File: src/rtl/lift_lcd_status_if.sv
// Signal bundle between the elevator controller and the LCD status stage.
// The controller side is the master; the display stage is the slave.
interface lift_lcd_status_if;
  logic [1:0] iSTATE;
  logic [3:0] iFLOOR;
  logic [3:0] iTARGET;
  logic       iUPDATE;
  logic [7:0] LCD_DATA;
  logic       LCD_RS;
  logic       LCD_RW;
  logic       LCD_EN;
  logic       oBUSY;

  modport master (
    output iSTATE, iFLOOR, iTARGET, iUPDATE,
    input  LCD_DATA, LCD_RS, LCD_RW, LCD_EN, oBUSY
  );

  modport slave (
    input  iSTATE, iFLOOR, iTARGET, iUPDATE,
    output LCD_DATA, LCD_RS, LCD_RW, LCD_EN, oBUSY
  );
endinterface

File: src/rtl/lift_lcd_status.sv
// HD44780 16x2 status display for the elevator controller (8-bit, write-only).
// Optional feature: define LIFT_LCD_AUTOREFRESH_EN to refresh on any input change.
module lift_lcd_status #(
  parameter int PWRUP_WAIT = 750000,
  parameter int EN_CYCLES  = 16,
  parameter int CMD_WAIT   = 2000,
  parameter int CLR_WAIT   = 82000
) (
  input logic              iCLK,
  input logic              iRST,
  lift_lcd_status_if.slave bus
);
  localparam int MAX_A = (PWRUP_WAIT > CLR_WAIT) ? PWRUP_WAIT : CLR_WAIT;
  localparam int MAX_B = (CMD_WAIT > EN_CYCLES) ? CMD_WAIT : EN_CYCLES;
  localparam int CW    = $clog2(((MAX_A > MAX_B) ? MAX_A : MAX_B) + 1);

  typedef enum logic [2:0] {PWRUP, INIT, IDLE, ADDR1, LINE1, ADDR2, LINE2} top_t;
  typedef enum logic [1:0] {PH_SETUP, PH_EN, PH_WAIT} phase_t;

  top_t          top, nxt_top;
  phase_t        phase;
  logic [CW-1:0] cnt, wait_last;
  logic [3:0]    idx, nxt_idx;
  logic [1:0]    snap_state;
  logic [3:0]    snap_floor, snap_target;
  logic          pending;
  logic [7:0]    lcd_data;
  logic          lcd_rs, lcd_en, busy;
  logic          req, byte_done, seq_last, seq_end, start_refresh;
  logic [8:0]    nxt_byte;

  function automatic logic [7:0] digit(input logic [3:0] v);
    return (v > 4'd8) ? 8'h2D : 8'h30 + {4'h0, v};
  endfunction

  // Returns {rs, data} for byte position i of sequence state st.
  function automatic logic [8:0] byte_of(input top_t st, input logic [3:0] i,
                                         input logic [1:0] s, input logic [3:0] f,
                                         input logic [3:0] t);
    logic [127:0] txt;
    logic [8:0]   b;
    txt = '0;
    b   = '0;
    case (st)
      INIT: begin
        case (i)
          4'd0:    b = 9'h038;
          4'd1:    b = 9'h00C;
          4'd2:    b = 9'h001;
          default: b = 9'h006;
        endcase
      end
      ADDR1: b = 9'h080;
      ADDR2: b = 9'h0C0;
      LINE1: begin
        case (s)
          2'd0:    txt = {"PARADO",   {10{8'h20}}};
          2'd1:    txt = {"SUBINDO",  {9{8'h20}}};
          2'd2:    txt = {"DESCENDO", {8{8'h20}}};
          default: txt = {"INATIVO",  {9{8'h20}}};
        endcase
        b = {1'b1, txt[{4'd15 - i, 3'b000} +: 8]};
      end
      LINE2: begin
        txt = {"ANDAR ", digit(f), " ALVO ", digit(t), 16'h2020};
        b   = {1'b1, txt[{4'd15 - i, 3'b000} +: 8]};
      end
      default: b = '0;
    endcase
    return b;
  endfunction

  always_comb begin
    // NOTE: every output of this block gets a default first, so no latch is inferred.
    nxt_top  = top;
    nxt_idx  = idx + 4'd1;
    seq_last = 1'b0;
    case (top)
      INIT:  seq_last = (idx == 4'd3);
      ADDR1: begin nxt_top = LINE1; nxt_idx = '0; end
      LINE1: if (idx == 4'd15) begin nxt_top = ADDR2; nxt_idx = '0; end
      ADDR2: begin nxt_top = LINE2; nxt_idx = '0; end
      LINE2: seq_last = (idx == 4'd15);
      default: ;
    endcase
  end

`ifdef LIFT_LCD_AUTOREFRESH_EN
  assign req = bus.iUPDATE ||
               ({bus.iSTATE, bus.iFLOOR, bus.iTARGET} != {snap_state, snap_floor, snap_target});
`else
  assign req = bus.iUPDATE;
`endif

  // The clear command needs the long settle time; everything else uses the short one.
  assign wait_last = (top == INIT && idx == 4'd2) ? CW'(CLR_WAIT - 1) : CW'(CMD_WAIT - 1);
  assign byte_done = (top inside {INIT, ADDR1, LINE1, ADDR2, LINE2}) &&
                     phase == PH_WAIT && cnt == wait_last;
  assign seq_end   = byte_done && seq_last;
  assign start_refresh = (top == IDLE && req) ||
                         (seq_end && (top == INIT || pending || req));
  assign nxt_byte  = byte_of(nxt_top, nxt_idx, snap_state, snap_floor, snap_target);

  // NOTE: sequential state uses <= only, so every register sees pre-edge values.
  always_ff @(posedge iCLK) begin
    if (iRST) begin
      top         <= PWRUP;
      phase       <= PH_SETUP;
      cnt         <= '0;
      idx         <= '0;
      snap_state  <= '0;
      snap_floor  <= '0;
      snap_target <= '0;
      pending     <= 1'b0;
      lcd_data    <= 8'h00;
      lcd_rs      <= 1'b0;
      lcd_en      <= 1'b0;
      busy        <= 1'b1;
    end else if (start_refresh) begin
      top         <= ADDR1;
      idx         <= '0;
      phase       <= PH_SETUP;
      cnt         <= '0;
      snap_state  <= bus.iSTATE;
      snap_floor  <= bus.iFLOOR;
      snap_target <= bus.iTARGET;
      pending     <= 1'b0;
      lcd_data    <= 8'h80;
      lcd_rs      <= 1'b0;
      lcd_en      <= 1'b0;
      busy        <= 1'b1;
    end else begin
      if (req && top != IDLE && top != PWRUP) pending <= 1'b1;
      case (top)
        PWRUP: begin
          if (cnt == CW'(PWRUP_WAIT - 1)) begin
            top      <= INIT;
            idx      <= '0;
            phase    <= PH_SETUP;
            cnt      <= '0;
            lcd_data <= 8'h38;
            lcd_rs   <= 1'b0;
          end else begin
            cnt <= cnt + 1'b1;
          end
        end
        IDLE: ;
        default: begin
          case (phase)
            PH_SETUP: begin
              phase  <= PH_EN;
              lcd_en <= 1'b1;
              cnt    <= '0;
            end
            PH_EN: begin
              if (cnt == CW'(EN_CYCLES - 1)) begin
                phase  <= PH_WAIT;
                lcd_en <= 1'b0;
                cnt    <= '0;
              end else begin
                cnt <= cnt + 1'b1;
              end
            end
            default: begin
              if (seq_end) begin
                top  <= IDLE;
                busy <= 1'b0;
                cnt  <= '0;
              end else if (byte_done) begin
                top                <= nxt_top;
                idx                <= nxt_idx;
                phase              <= PH_SETUP;
                cnt                <= '0;
                {lcd_rs, lcd_data} <= nxt_byte;
              end else begin
                cnt <= cnt + 1'b1;
              end
            end
          endcase
        end
      endcase
    end
  end

  assign bus.LCD_DATA = lcd_data;
  assign bus.LCD_RS   = lcd_rs;
  assign bus.LCD_RW   = 1'b0;
  assign bus.LCD_EN   = lcd_en;
  assign bus.oBUSY    = busy;
endmodule

File: src/flat_wrapper.sv
// flat-port wrapper written by rule: the top's interface ports become plain ports
module lift_lcd_status_flat 
#(
  parameter int PWRUP_WAIT = 750000,
  parameter int EN_CYCLES  = 16,
  parameter int CMD_WAIT   = 2000,
  parameter int CLR_WAIT   = 82000
)
  (iCLK, iRST, bus_iSTATE, bus_iFLOOR, bus_iTARGET, bus_iUPDATE, bus_LCD_DATA, bus_LCD_RS, bus_LCD_RW, bus_LCD_EN, bus_oBUSY);
  lift_lcd_status_if bus_i ();
  input logic iCLK;
  input logic iRST;
  input wire logic [$bits(bus_i.iSTATE)-1:0] bus_iSTATE;
  input wire logic [$bits(bus_i.iFLOOR)-1:0] bus_iFLOOR;
  input wire logic [$bits(bus_i.iTARGET)-1:0] bus_iTARGET;
  input wire logic [$bits(bus_i.iUPDATE)-1:0] bus_iUPDATE;
  output wire logic [$bits(bus_i.LCD_DATA)-1:0] bus_LCD_DATA;
  output wire logic [$bits(bus_i.LCD_RS)-1:0] bus_LCD_RS;
  output wire logic [$bits(bus_i.LCD_RW)-1:0] bus_LCD_RW;
  output wire logic [$bits(bus_i.LCD_EN)-1:0] bus_LCD_EN;
  output wire logic [$bits(bus_i.oBUSY)-1:0] bus_oBUSY;
  assign bus_i.iSTATE = bus_iSTATE;
  assign bus_i.iFLOOR = bus_iFLOOR;
  assign bus_i.iTARGET = bus_iTARGET;
  assign bus_i.iUPDATE = bus_iUPDATE;
  assign bus_LCD_DATA = bus_i.LCD_DATA;
  assign bus_LCD_RS = bus_i.LCD_RS;
  assign bus_LCD_RW = bus_i.LCD_RW;
  assign bus_LCD_EN = bus_i.LCD_EN;
  assign bus_oBUSY = bus_i.oBUSY;
  lift_lcd_status #(.PWRUP_WAIT(PWRUP_WAIT), .EN_CYCLES(EN_CYCLES), .CMD_WAIT(CMD_WAIT), .CLR_WAIT(CLR_WAIT)) u_core (.iCLK(iCLK), .iRST(iRST), .bus(bus_i));
endmodule
File: config.mk
export PLATFORM = sky130hd
export DESIGN_NAME = lift_lcd_status_flat
export DESIGN_NICKNAME = d
export VERILOG_FILES = /design/src/rtl/lift_lcd_status_if.sv /design/src/rtl/lift_lcd_status.sv /design/src/flat_wrapper.sv
export SDC_FILE = /design/constraint.sdc
export NUM_CORES = 1
export LEC_CHECK = 0
export BUFFER_PORTS_ARGS = -buffer_cell sky130_fd_sc_hd__buf_4
export CORE_ASPECT_RATIO = 1.25
export CORE_MARGIN = 2
export CORE_UTILIZATION = 35
export CTS_BUF_LIST = sky130_fd_sc_hd__clkbuf_4 sky130_fd_sc_hd__clkbuf_8
export DETAILED_ROUTE_END_ITERATION = 7
export GPL_TIMING_DRIVEN = 1
export HOLD_SLACK_MARGIN = 0.12
export PLACE_DENSITY = 0.62
export SYNTH_ARGS = -nofsm -noshare
export SYNTH_HDL_FRONTEND = slang
export SYNTH_SLANG_ARGS = --single-unit
File: constraint.sdc
create_clock -name iCLK -period 3.1 [get_ports iCLK]
set_input_delay 0 -clock iCLK [delete_from_list [all_inputs] [get_ports iCLK]]
set_output_delay 0 -clock iCLK [all_outputs]
set_load 0.01 [all_outputs]
== After elaboration in Yosys (flattened, before gate mapping) ==
Index checks and enable logic that the tools add are counted.

* Register bits after elaboration: 51
* Logic and storage cells: 142
* Input port bits: 13
* Output and inout bits: 12

* Mux-type cells: 48
* Bitwise logic cells: 3
* Order comparisons: 2
* Equality and inequality tests: 34
* Reductions and logical operators: 34
* Shift operators: 2
* Add/subtract/negate cells: 5

{| class="wikitable"
|+ Operator list
! cell !! count
|-
| $pmux 125 s3 || 1
|-
| $shiftx 128x8->8 || 2
|-
| $mux 128 || 1
|-
| $mux 20 || 4
|-
| $pmux 20 s2 || 2
|-
| $mux 8 || 7
|-
| $pmux 9 s5 || 1
|-
| $add 20x1->20 const B || 1
|-
| $eq 20x20->1 || 1
|-
| $eq 20x20->1 const B || 1
|-
| $eq 20x4->1 const B || 1
|-
| $mux 4 || 5
|-
| $eq 3x3->1 const B || 6
|-
| $pmux 6 s3 || 1
|-
| $mux 17 || 1
|-
| $pmux 4 s2 || 2
|-
| $pmux 8 s2 || 1
|-
| $mux 3 || 5
|-
| $reduce_and 5->1 || 3
|-
| $add 6x4->7 const A || 2
|-
| $eq 4x2->1 const B || 3
|-
| $mux 2 || 5
|-
| $eq 3x2->1 const B || 3
|-
| $pmux 3 s3 || 1
|-
| 31 further kinds || 68
|}

== Depth between registers and ports, before layout ==
Gate-level depths: netlist (run 1).

* Word-level depth: 12
* Depth in mapped cells: 11

== Worst setup path after synthesis (run 1) ==
OpenSTA, ideal clock, no wires.

* Kind: reg2reg
* Start: reg u_core.idx[0]
* End: reg u_core.snap_floor[0]
* Setup time: 0.128 ns
* Clock period less this slack: 2.939 ns
* Buffers on the path: 2
* Cell stages (with the launch flop): 12
* Data arrival time: 2.811 ns
* Data required time: 2.972 ns
* Slack: 0.161 ns
* Cell sequence: dfxtp_1 > clkbuf_1 > clkinv_1 > ha_1 > nor3b_1 > a211o_1 > a2111oi_1 > a31oi_1 > nor2_2 > buf_6 > mux2i_1 > nor2_1

* Word-level cells in the longest chain between the ends: 8

{| class="wikitable"
|+ RTL lines
! element !! line !! text
|-
| start: declaration || lift_lcd_status.sv:23 || <nowiki>logic [3:0] idx, nxt_idx;</nowiki>
|-
| start signal: assignment || lift_lcd_status.sv:171 || <nowiki>idx <= nxt_idx;</nowiki>
|-
| $eq 4x2->1 || lift_lcd_status.sv:96 || <nowiki>assign wait_last = (top == INIT && idx == 4'd2) ? CW'(CLR_WAIT - 1) : CW'(CMD_WAIT - 1);</nowiki>
|-
| $logic_and 1x1->1 || lift_lcd_status.sv:96 ||
|-
| $mux 17 || lift_lcd_status.sv:96 ||
|-
| $eq 20x20->1 || lift_lcd_status.sv:98 || <nowiki>phase == PH_WAIT && cnt == wait_last;</nowiki>
|-
| $logic_and 1x1->1 || lift_lcd_status.sv:98 ||
|-
| $logic_and 1x1->1 (*) || lift_lcd_status.sv:99 || <nowiki>assign seq_end = byte_done && seq_last;</nowiki>
|-
| $logic_and 1x1->1 (*) || lift_lcd_status.sv:101 || <nowiki>(seq_end && (top == INIT || pending || req));</nowiki>
|-
| $logic_or 1x1->1 (*) || lift_lcd_status.sv:100 || <nowiki>assign start_refresh = (top == IDLE && req) ||</nowiki>
|-
| end signal: assignment || lift_lcd_status.sv:125 || <nowiki>snap_floor <= bus.iFLOOR;</nowiki>
|-
| end: declaration || lift_lcd_status.sv:25 || <nowiki>logic [3:0] snap_floor, snap_target;</nowiki>
|}

Mark *: on every way between the ends. The rest lies on a longest branch, timed or not.
A chain may end at the register's enable or synchronous reset.

== Worst setup path in the final report (run 1) ==
* Start: reg u_core.top[2]
* End: reg u_core.cnt[0]

* Word-level cells in the longest chain between the ends: 9

{| class="wikitable"
|+ RTL lines
! element !! line !! text
|-
| start: declaration || lift_lcd_status.sv:20 || <nowiki>top_t top, nxt_top;</nowiki>
|-
| start signal: assignment || lift_lcd_status.sv:170 || <nowiki>top <= nxt_top;</nowiki>
|-
| $eq 3x1->1 || -- ||
|-
| $logic_and 1x1->1 || lift_lcd_status.sv:96 ||
|-
| $mux 17 || lift_lcd_status.sv:96 ||
|-
| $eq 20x20->1 || lift_lcd_status.sv:98 ||
|-
| $logic_and 1x1->1 || lift_lcd_status.sv:98 ||
|-
| $mux 20 or $logic_and 1x1->1 (tied branches) || lift_lcd_status.sv:169, lift_lcd_status.sv:99 ||
|-
| $mux 20 or $logic_and 1x1->1 (tied branches) || lift_lcd_status.sv:165, lift_lcd_status.sv:101 ||
|-
| $pmux 20 s2 or $logic_or 1x1->1 (tied branches) || lift_lcd_status.sv:149, lift_lcd_status.sv:100 ||
|-
| $pmux 20 s2 or $reduce_or 2->1 (tied branches) || -- ||
|-
| end signal: assignment || lift_lcd_status.sv:144 || <nowiki>cnt <= cnt + 1'b1;</nowiki>
|-
| end signal: assignment || lift_lcd_status.sv:161 || <nowiki>cnt <= cnt + 1'b1;</nowiki>
|-
| end signal: assignment || lift_lcd_status.sv:176 || <nowiki>cnt <= cnt + 1'b1;</nowiki>
|-
| end: declaration || lift_lcd_status.sv:22 || <nowiki>logic [CW-1:0] cnt, wait_last;</nowiki>
|}

Parallel ways exist; a longest one is shown, timed or not.

==> metrics.md, run 1 <==
| Metric | Value |
|---|---|
| Worst path required time | `3300 ps` |
| CTS tree | `done` |
| Synth area leaders | `dfxtp_1 (30%), nor2_1 (7.7%), nand2_1 (4.7%), o21ai_0 (4.3%), xor2_1 (4.2%)` |
| Crit. End Element | `register` |
| Simple logic cell fraction of the synthesized area | `28.7%` |
| Final hold vios | `0` |
| Syn nets | `463` |
| Post-synth top area cell | `dfxtp_1` |
| CTS buffer count | `5` |
| Area fraction of the dominant cell type after synthesis | `30.3%` |
| DR vias | `3,452` |
| Antenna diodes | `0` |
| Yosys cell types | `73` |
| DR iter-0 viols | `248` |
| Number of antenna violations at the first check in global routing | `0` |
| Row cnt | `40` |
| GR Layer Usage met2 | `34.2%` |
| Hold Path Class | `reg -> reg` |
| Synth Area in XOR/XNOR | `6.24%` |
| Drt first pass iters | `5` |
| Die Footprint | `10,400 µm²` |
| Mux cell area share after synthesis | `3.27%` |
| Filler cells | `998` |
| Sequential share of power | `54.9%` |
| Syn Area/Cell | `7.54 µm²` |
| Top post-synthesis cells by count | `nor2_1 (69), dfxtp_1 (51), nand2_1 (42), o21ai_0 (29), a21oi_1 (21)` |
| WS Path Type | `reg -> reg` |
| Drt via density | `5.70` |
| Adder-Cell Fraction of Synth Area | `1.11%` |
| Sw power | `0.327 mW` |
| Clock Skew | `8.18 ps` |
| GR peak layer | `met2` |
| Port Buffer Count | `23` |
| Final Cycle Share | `87.5%` |
| First-pass GRT wire length | `16,100 µm` |
| Main combinational cell family by area after synthesis | `simple AND/OR/NAND/NOR gates` |
| GRT Total Usage | `18.9%` |
| Max Cap Viol | `0` |
| TNS Setup | `0 ps` |
| GRT overflow | `0` |
| Util after Layout | `41.1%` |
| Die Height | `114 µm` |
| Post-Place Cell Area | `3700 µm²` |
| Area Overhead vs Synth | `16.0%` |
| Max Transition Viols Final | `0` |
| Internal | `0.910 mW` |
| Max frequency | `0.369 GHz` |
| Worst hold slack | `465 ps` |
| Pwr Total | `1.24 mW` |
| Die X | `91.8 µm` |
| Sw Share | `26.4%` |
| Reg clk slew, reported paths | `90 ps` |
| Starting density of the core | `35.4%` |
| Share of cells above drive strength 1 | `13.5%` |
| Synthesized area | `3370 µm²` |
| Drt wl/cell | `16.1 µm` |
| Synth Instances | `447` |
| Max Buffers Root-to-Sink | `2` |
| Static Leak | `1.42 nW` |
| Crit path launch type | `register` |
| Clock power frac | `31.1%` |
| Core Box Area | `9510 µm²` |
| Post-synth ARST share | `0%` |
| Post-synthesis sequential area ratio | `30.3%` |
| Post-route ant nets | `0` |
| Clk Latency, worst-skew pair | `310 ps` |
| Gate power share | `14.0%` |
| DRC viols | `0` |
| Total wire length | `9740 µm` |
| Status | `complete, no violations` |
| EDFF count, synth | `0` |
| Synth Area in Compound Gates | `24.8%` |
| Worst-Margin Slew | `735 ps` |
| Vias in the first global route | `3,286` |
| Met1 GRT Util | `22.0%` |
| Worst path arrival time | `2920 ps` |
| Largest net degree at the start of global routing | `21` |
| Crit-path max FO | `20` |
| CTS sink count | `51` |
| Final HPWL DP | `7280 µm` |
| Yosys warnings | `0` |
| CTS HTree Levels | `2` |
| Final Cell Area | `3910 µm²` |
| Top-count cell post-synth | `nor2_1` |
| Ports | `25` |
| Relative slew slack | `50.9%` |
| Synth Flop Type | `dfxtp_1` |
| Root Buffer | `clkbuf_8` |
| Setup violations, final | `0` |
| Final net count | `495` |
| Min cycle time layout | `2710 ps` |
| Met3 Use GR | `2.51%` |
| Max VDD drop | `0.151 mV` |
| PwrDens | `316 nW/µm²` |
| RSZ-0062 raised after global routing | `false` |
| Gpl congestion | `1.01` |
| #FFs+latches synth | `51` |
==> routing by layer <==
layer	share of wire (%)	up-vias
li1	-	1682
met1	41	1624
met2	50	118
met3	4.7	28
met4	4.0	0
met5	0	-
==> worst max-delay path, stage by stage, from the launching register on <==
cell and delay (ps):
dfxtp_1 560, buf_4 320, nand3b_1 130, a2bb2o_1 290, and2_0 370, a31oi_1 240, o21bai_4 240, or2_1 140
buf_4 230, nor2_1 80
==> power groups by stage <==
stage / Combinational [mW] / Sequential [mW] / Clock (mW)
after floorplan: 0.100 / 0.696 / 0
after global placement: 0.158 / 0.694 / 0
after detailed placement: 0.160 / 0.695 / 0
after CTS: 0.172 / 0.680 / 0.399
after global routing: 0.189 / 0.682 / 0.429
final: 0.173 / 0.680 / 0.385
==> registers in the layout, indices dropped and copies added, names as in the netlist <==
name	flops
u_core.pending	1
u_core.idx	4
u_core.bus.LCD_EN	1
u_core.cnt	20
u_core.bus.oBUSY	1
u_core.bus.LCD_DATA	8
u_core.phase	2
u_core.top	3
u_core.snap_floor	4
u_core.bus.LCD_RS	1
u_core.snap_target	4
u_core.snap_state	2
==> cells by family after synthesis <==
| kind of cell | after synthesis |
|---|---|
| other cells | 1 |
| xor+xnor | 24 |
| mux | 11 |
| flops | 51 |
| simple gates | 198 |
| fa+ha+maj | 3 |
| buf+inv | 39 |
| compound gates | 120 |
==> area by class of cell <==
| type | count | area, µm² | area share [%] |
|---|---|---|---|
| multi-input cells | 357 | 2170 | 55.4 |
| flip-flops and latches | 51 | 1020 | 26.1 |
| repair buffers | 55 | 443 | 11.3 |
| well taps | 126 | 158 | 4.03 |
| clock buffers | 6 | 76.3 | 1.95 |
| inverters | 9 | 33.8 | 0.864 |
| clock inverters | 2 | 12.5 | 0.320 |
==> final timing paths <==
check             slack, ps  depth (start not counted)                             to                          start
setup reg to reg        390                          9     u_core.cnt[0]$_SDFFE_PP0N_     u_core.top[2]$_SDFFE_PP0P_
hold reg to reg         470                          1  u_core.bus.oBUSY$_SDFFE_PP1P_  u_core.bus.oBUSY$_SDFFE_PP1P_
setup / recovery        390                          9     u_core.cnt[0]$_SDFFE_PP0N_     u_core.top[2]$_SDFFE_PP0P_
hold / removal          470                          1  u_core.bus.oBUSY$_SDFFE_PP1P_  u_core.bus.oBUSY$_SDFFE_PP1P_
==> per-stage QoR <==
| stage | cells | setup slack, ps |
|---|---|---|
| after floorplan | 447 | 161 |
| after global placement | 586 | 473 |
| after detailed placement | 586 | 422 |
| after CTS | 606 | 407 |
| after global routing | 606 | 96.6 |
| final | 606 | 388 |
==> layout by cell type (no fill, tap or decap), types with 8 or more instances in the layout <==
cell | netlist | layout
nor2_1 | 69 | 69
dfxtp_1 | 51 | 51
buf_4 | 3 | 43
nand2_1 | 42 | 42
o21ai_0 | 29 | 29
a21oi_1 | 21 | 21
xor2_1 | 16 | 16
nor3_1 | 16 | 16
nand3_1 | 12 | 12
dlygate4sd3_1 | 0 | 12
mux2i_1 | 11 | 11
nand4_1 | 9 | 9
inv_1 | 8 | 8
a31oi_1 | 8 | 8
and3_1 | 8 | 8
xnor2_1 | 8 | 8
==> timing repair <==
| action | in CTS | in global routing |
|---|---|---|
| hold buffers | 12 | 0 |
| hold endpoints to repair | 14 | 0 |
| resized for setup | 0 | 0 |
| buffers inserted | 0 | 0 |
No activity file was read; power rests on OpenSTA's default activity.
==> inputs of run 2 (changes only) <==
Settings changed: RECOVER_POWER set to 100.
==> run 2 against run 1 <==
  * Utilization decreased by 0.66 points
  * Clock skew about the same
  * Sequential share of layout area increased by 0.42 points
  * Hold slack about the same
  * Via count increased by 0.98%
  * Final cell count unchanged
  * Worst setup slack got worse by 120 ps
  * Power decreased by 0.39%
  * Wire length increased by 0.41%
  * Largest power group unchanged
  * Highest routed layer unchanged
==> metrics.md, run 2 (same netlist as run 1, synthesis figures left out) <==
| Metric | Value |
|---|---|
| Status | `complete, no violations` |
| Reg clk slew, reported paths | `90 ps (about the same)` |
| Min cycle time layout | `2830 ps (+116 ps)` |
| DR vias | `3,486 (+0.98%)` |
| Share of cells above drive strength 1 | `11.0% (-2.5 points)` |
| Worst hold slack | `465 ps (-0.322 ps)` |
| Ports | `25 (unchanged)` |
| Worst-Margin Slew | `729 ps (-5.40 ps)` |
| Drt via density | `5.75 (+0.98%)` |
| Starting density of the core | `35.4% (unchanged)` |
| Max VDD drop | `0.151 mV (about the same)` |
| Inst Count DP | `586 (unchanged)` |
| Final Cycle Share | `91.2% (+3.7 points)` |
| GRT Total Usage | `18.9% (unchanged)` |
| First-pass GRT wire length | `16,100 µm (unchanged)` |
| Final HPWL DP | `7280 µm (unchanged)` |
| DRC viols | `0 (unchanged)` |
| Postcts setup bufs | `0 (unchanged)` |
| Number of antenna violations at the first check in global routing | `0 (unchanged)` |
| Static Leak | `1.37 nW (-3.3%)` |
| Sw power | `0.327 mW (about the same)` |
| Crit. End Element | `register` |
| Row cnt | `40 (unchanged)` |
| Die X | `91.8 µm (unchanged)` |
| CTS tree | `done` |
| RSZ-0062 raised after global routing | `false` |
| TNS Setup | `0 ps (unchanged)` |
| Filler cells | `1,009 (+1.1%)` |
| Final net count | `495 (unchanged)` |
| Drt wl/cell | `16.1 µm (+0.41%)` |
| Antenna diodes | `0 (unchanged)` |
| Die Footprint | `10,400 µm² (unchanged)` |
| Max FFs per register | `20 (unchanged)` |
| WS Path Type | `reg -> reg` |
| Hold Path Class | `reg -> reg` |
| DR iter-0 viols | `272 (+9.7%)` |
| Worst path required time | `3300 ps (about the same)` |
| Gpl congestion | `1.01 (unchanged)` |
| Post-Place Cell Area | `3700 µm² (unchanged)` |
| Gate power share | `13.6% (-0.4 points)` |
| Sw Share | `26.5% (+0.11 points)` |
| PwrDens | `320 nW/µm² (+1.2%)` |
| CTS buffer count | `5 (unchanged)` |
| CTS sink count | `51 (unchanged)` |
| Max Transition Viols Final | `0 (unchanged)` |
| Max frequency | `0.354 GHz (-4.1%)` |
| Post-route ant nets | `0 (unchanged)` |
| Total wire length | `9780 µm (+0.41%)` |
| Relative slew slack | `51.2% (+0.36 points)` |
| Post-CTS Hold Fix Bufs | `12 (unchanged)` |
| Clk Latency, worst-skew pair | `310 ps (about the same)` |
| Crit path launch type | `register` |
| Final Non-Filler Cells | `606 (unchanged)` |
| Most used cells in the layout excluding fill and tap cells | `nor2_1 (69), dfxtp_1 (51), nand2_1 (42)` |
| Drt first pass iters | `7 (+2)` |
| Setup violations, final | `0 (unchanged)` |
| Die Height | `114 µm (unchanged)` |
| Clock Skew | `8.36 ps (+0.172 ps)` |
| GRT overflow | `0 (unchanged)` |
| Internal | `0.905 mW (-0.54%)` |
| CTS resizes | `0 (unchanged)` |
| Final hold vios | `0 (unchanged)` |
| Vias in the first global route | `3,286 (unchanged)` |
| Final Cell Area | `3850 µm² (-1.6%)` |
| CTS HTree Levels | `2 (unchanged)` |
| Sequential share of power | `55.1% (+0.2 points)` |
| Reg with most FFs | `u_core.cnt` |
| Max Cap Viol | `0 (unchanged)` |
| Clock power frac | `31.3% (+0.2 points)` |
| Most common cell after layout, fill and taps aside | `nor2_1` |
| Core Box Area | `9510 µm² (unchanged)` |
| Crit-path max FO | `20 (unchanged)` |
| Area Overhead vs Synth | `14.2%` |
| Largest net degree at the start of global routing | `21 (unchanged)` |
| Worst path arrival time | `3030 ps (+110 ps)` |
| Port Buffer Count | `23 (unchanged)` |
| Root Buffer | `clkbuf_8` |
| Max Buffers Root-to-Sink | `2 (unchanged)` |
[run 2: power groups by stage]
stage               clock network, mW  registers (mW)  logic [mW]
floorplan                           0           0.696       0.100
global placement                    0           0.694       0.158
detailed placement                  0           0.695       0.160
CTS                             0.399           0.680       0.172
global route                    0.429           0.682       0.184
finish                          0.385           0.679       0.168
[run 2: metrics by stage]
step | power (mW) | worst slack [ps] | util [%]
6_report | 1.23 | 272 | 40.5
5_1_grt | 1.29 | 73.0 | 40.5
4_1_cts | 1.25 | 407 | 41.1
3_5_place_dp | 0.855 | 422 | 38.9
3_3_place_gp | 0.853 | 473 | 38.9
2_1_floorplan | 0.796 | 161 | -
[run 2: worst max-delay path, stage by stage (launching register included)]
cell	delay, ps
dfxtp_1	550
clkbuf_2	420
nand3b_1	160
a2bb2o_1	290
and2_0	370
a31oi_1	240
o21bai_4	250
or2_1	140
buf_4	230
nor2_1	80
[run 2: path summary, 6_finish.rpt]
check | start | endpoint | slack [ps] | depth (start not counted)
worst max-delay path | u_core.top[2]$_SDFFE_PP0P_ | u_core.cnt[4]$_SDFFE_PP0N_ | 270 | 9
worst min-delay path | u_core.bus.oBUSY$_SDFFE_PP1P_ | u_core.bus.oBUSY$_SDFFE_PP1P_ | 460 | 1
worst max register to register | u_core.top[2]$_SDFFE_PP0P_ | u_core.cnt[4]$_SDFFE_PP0N_ | 270 | 9
worst min register to register | u_core.bus.oBUSY$_SDFFE_PP1P_ | u_core.bus.oBUSY$_SDFFE_PP1P_ | 460 | 1
[run 2: final cells by class]
class | count | area, µm² | area share [%]
clock buffer | 6 | 76.3 | 1.98
tap | 126 | 158 | 4.10
timing repair buffer | 55 | 399 | 10.4
clock inverter | 2 | 12.5 | 0.325
sequential | 51 | 1020 | 26.5
multi-input combinational | 357 | 2150 | 55.8
inverter | 9 | 33.8 | 0.878
[run 2: per-layer routing]
metal	wire length [µm]	track usage (%)	vias to the layer above
met5	0	0	-
met4	401	8.86	0
met3	568	2.51	30
met2	4900	34.2	157
met1	3920	22.0	1621
li1	-	-	1678
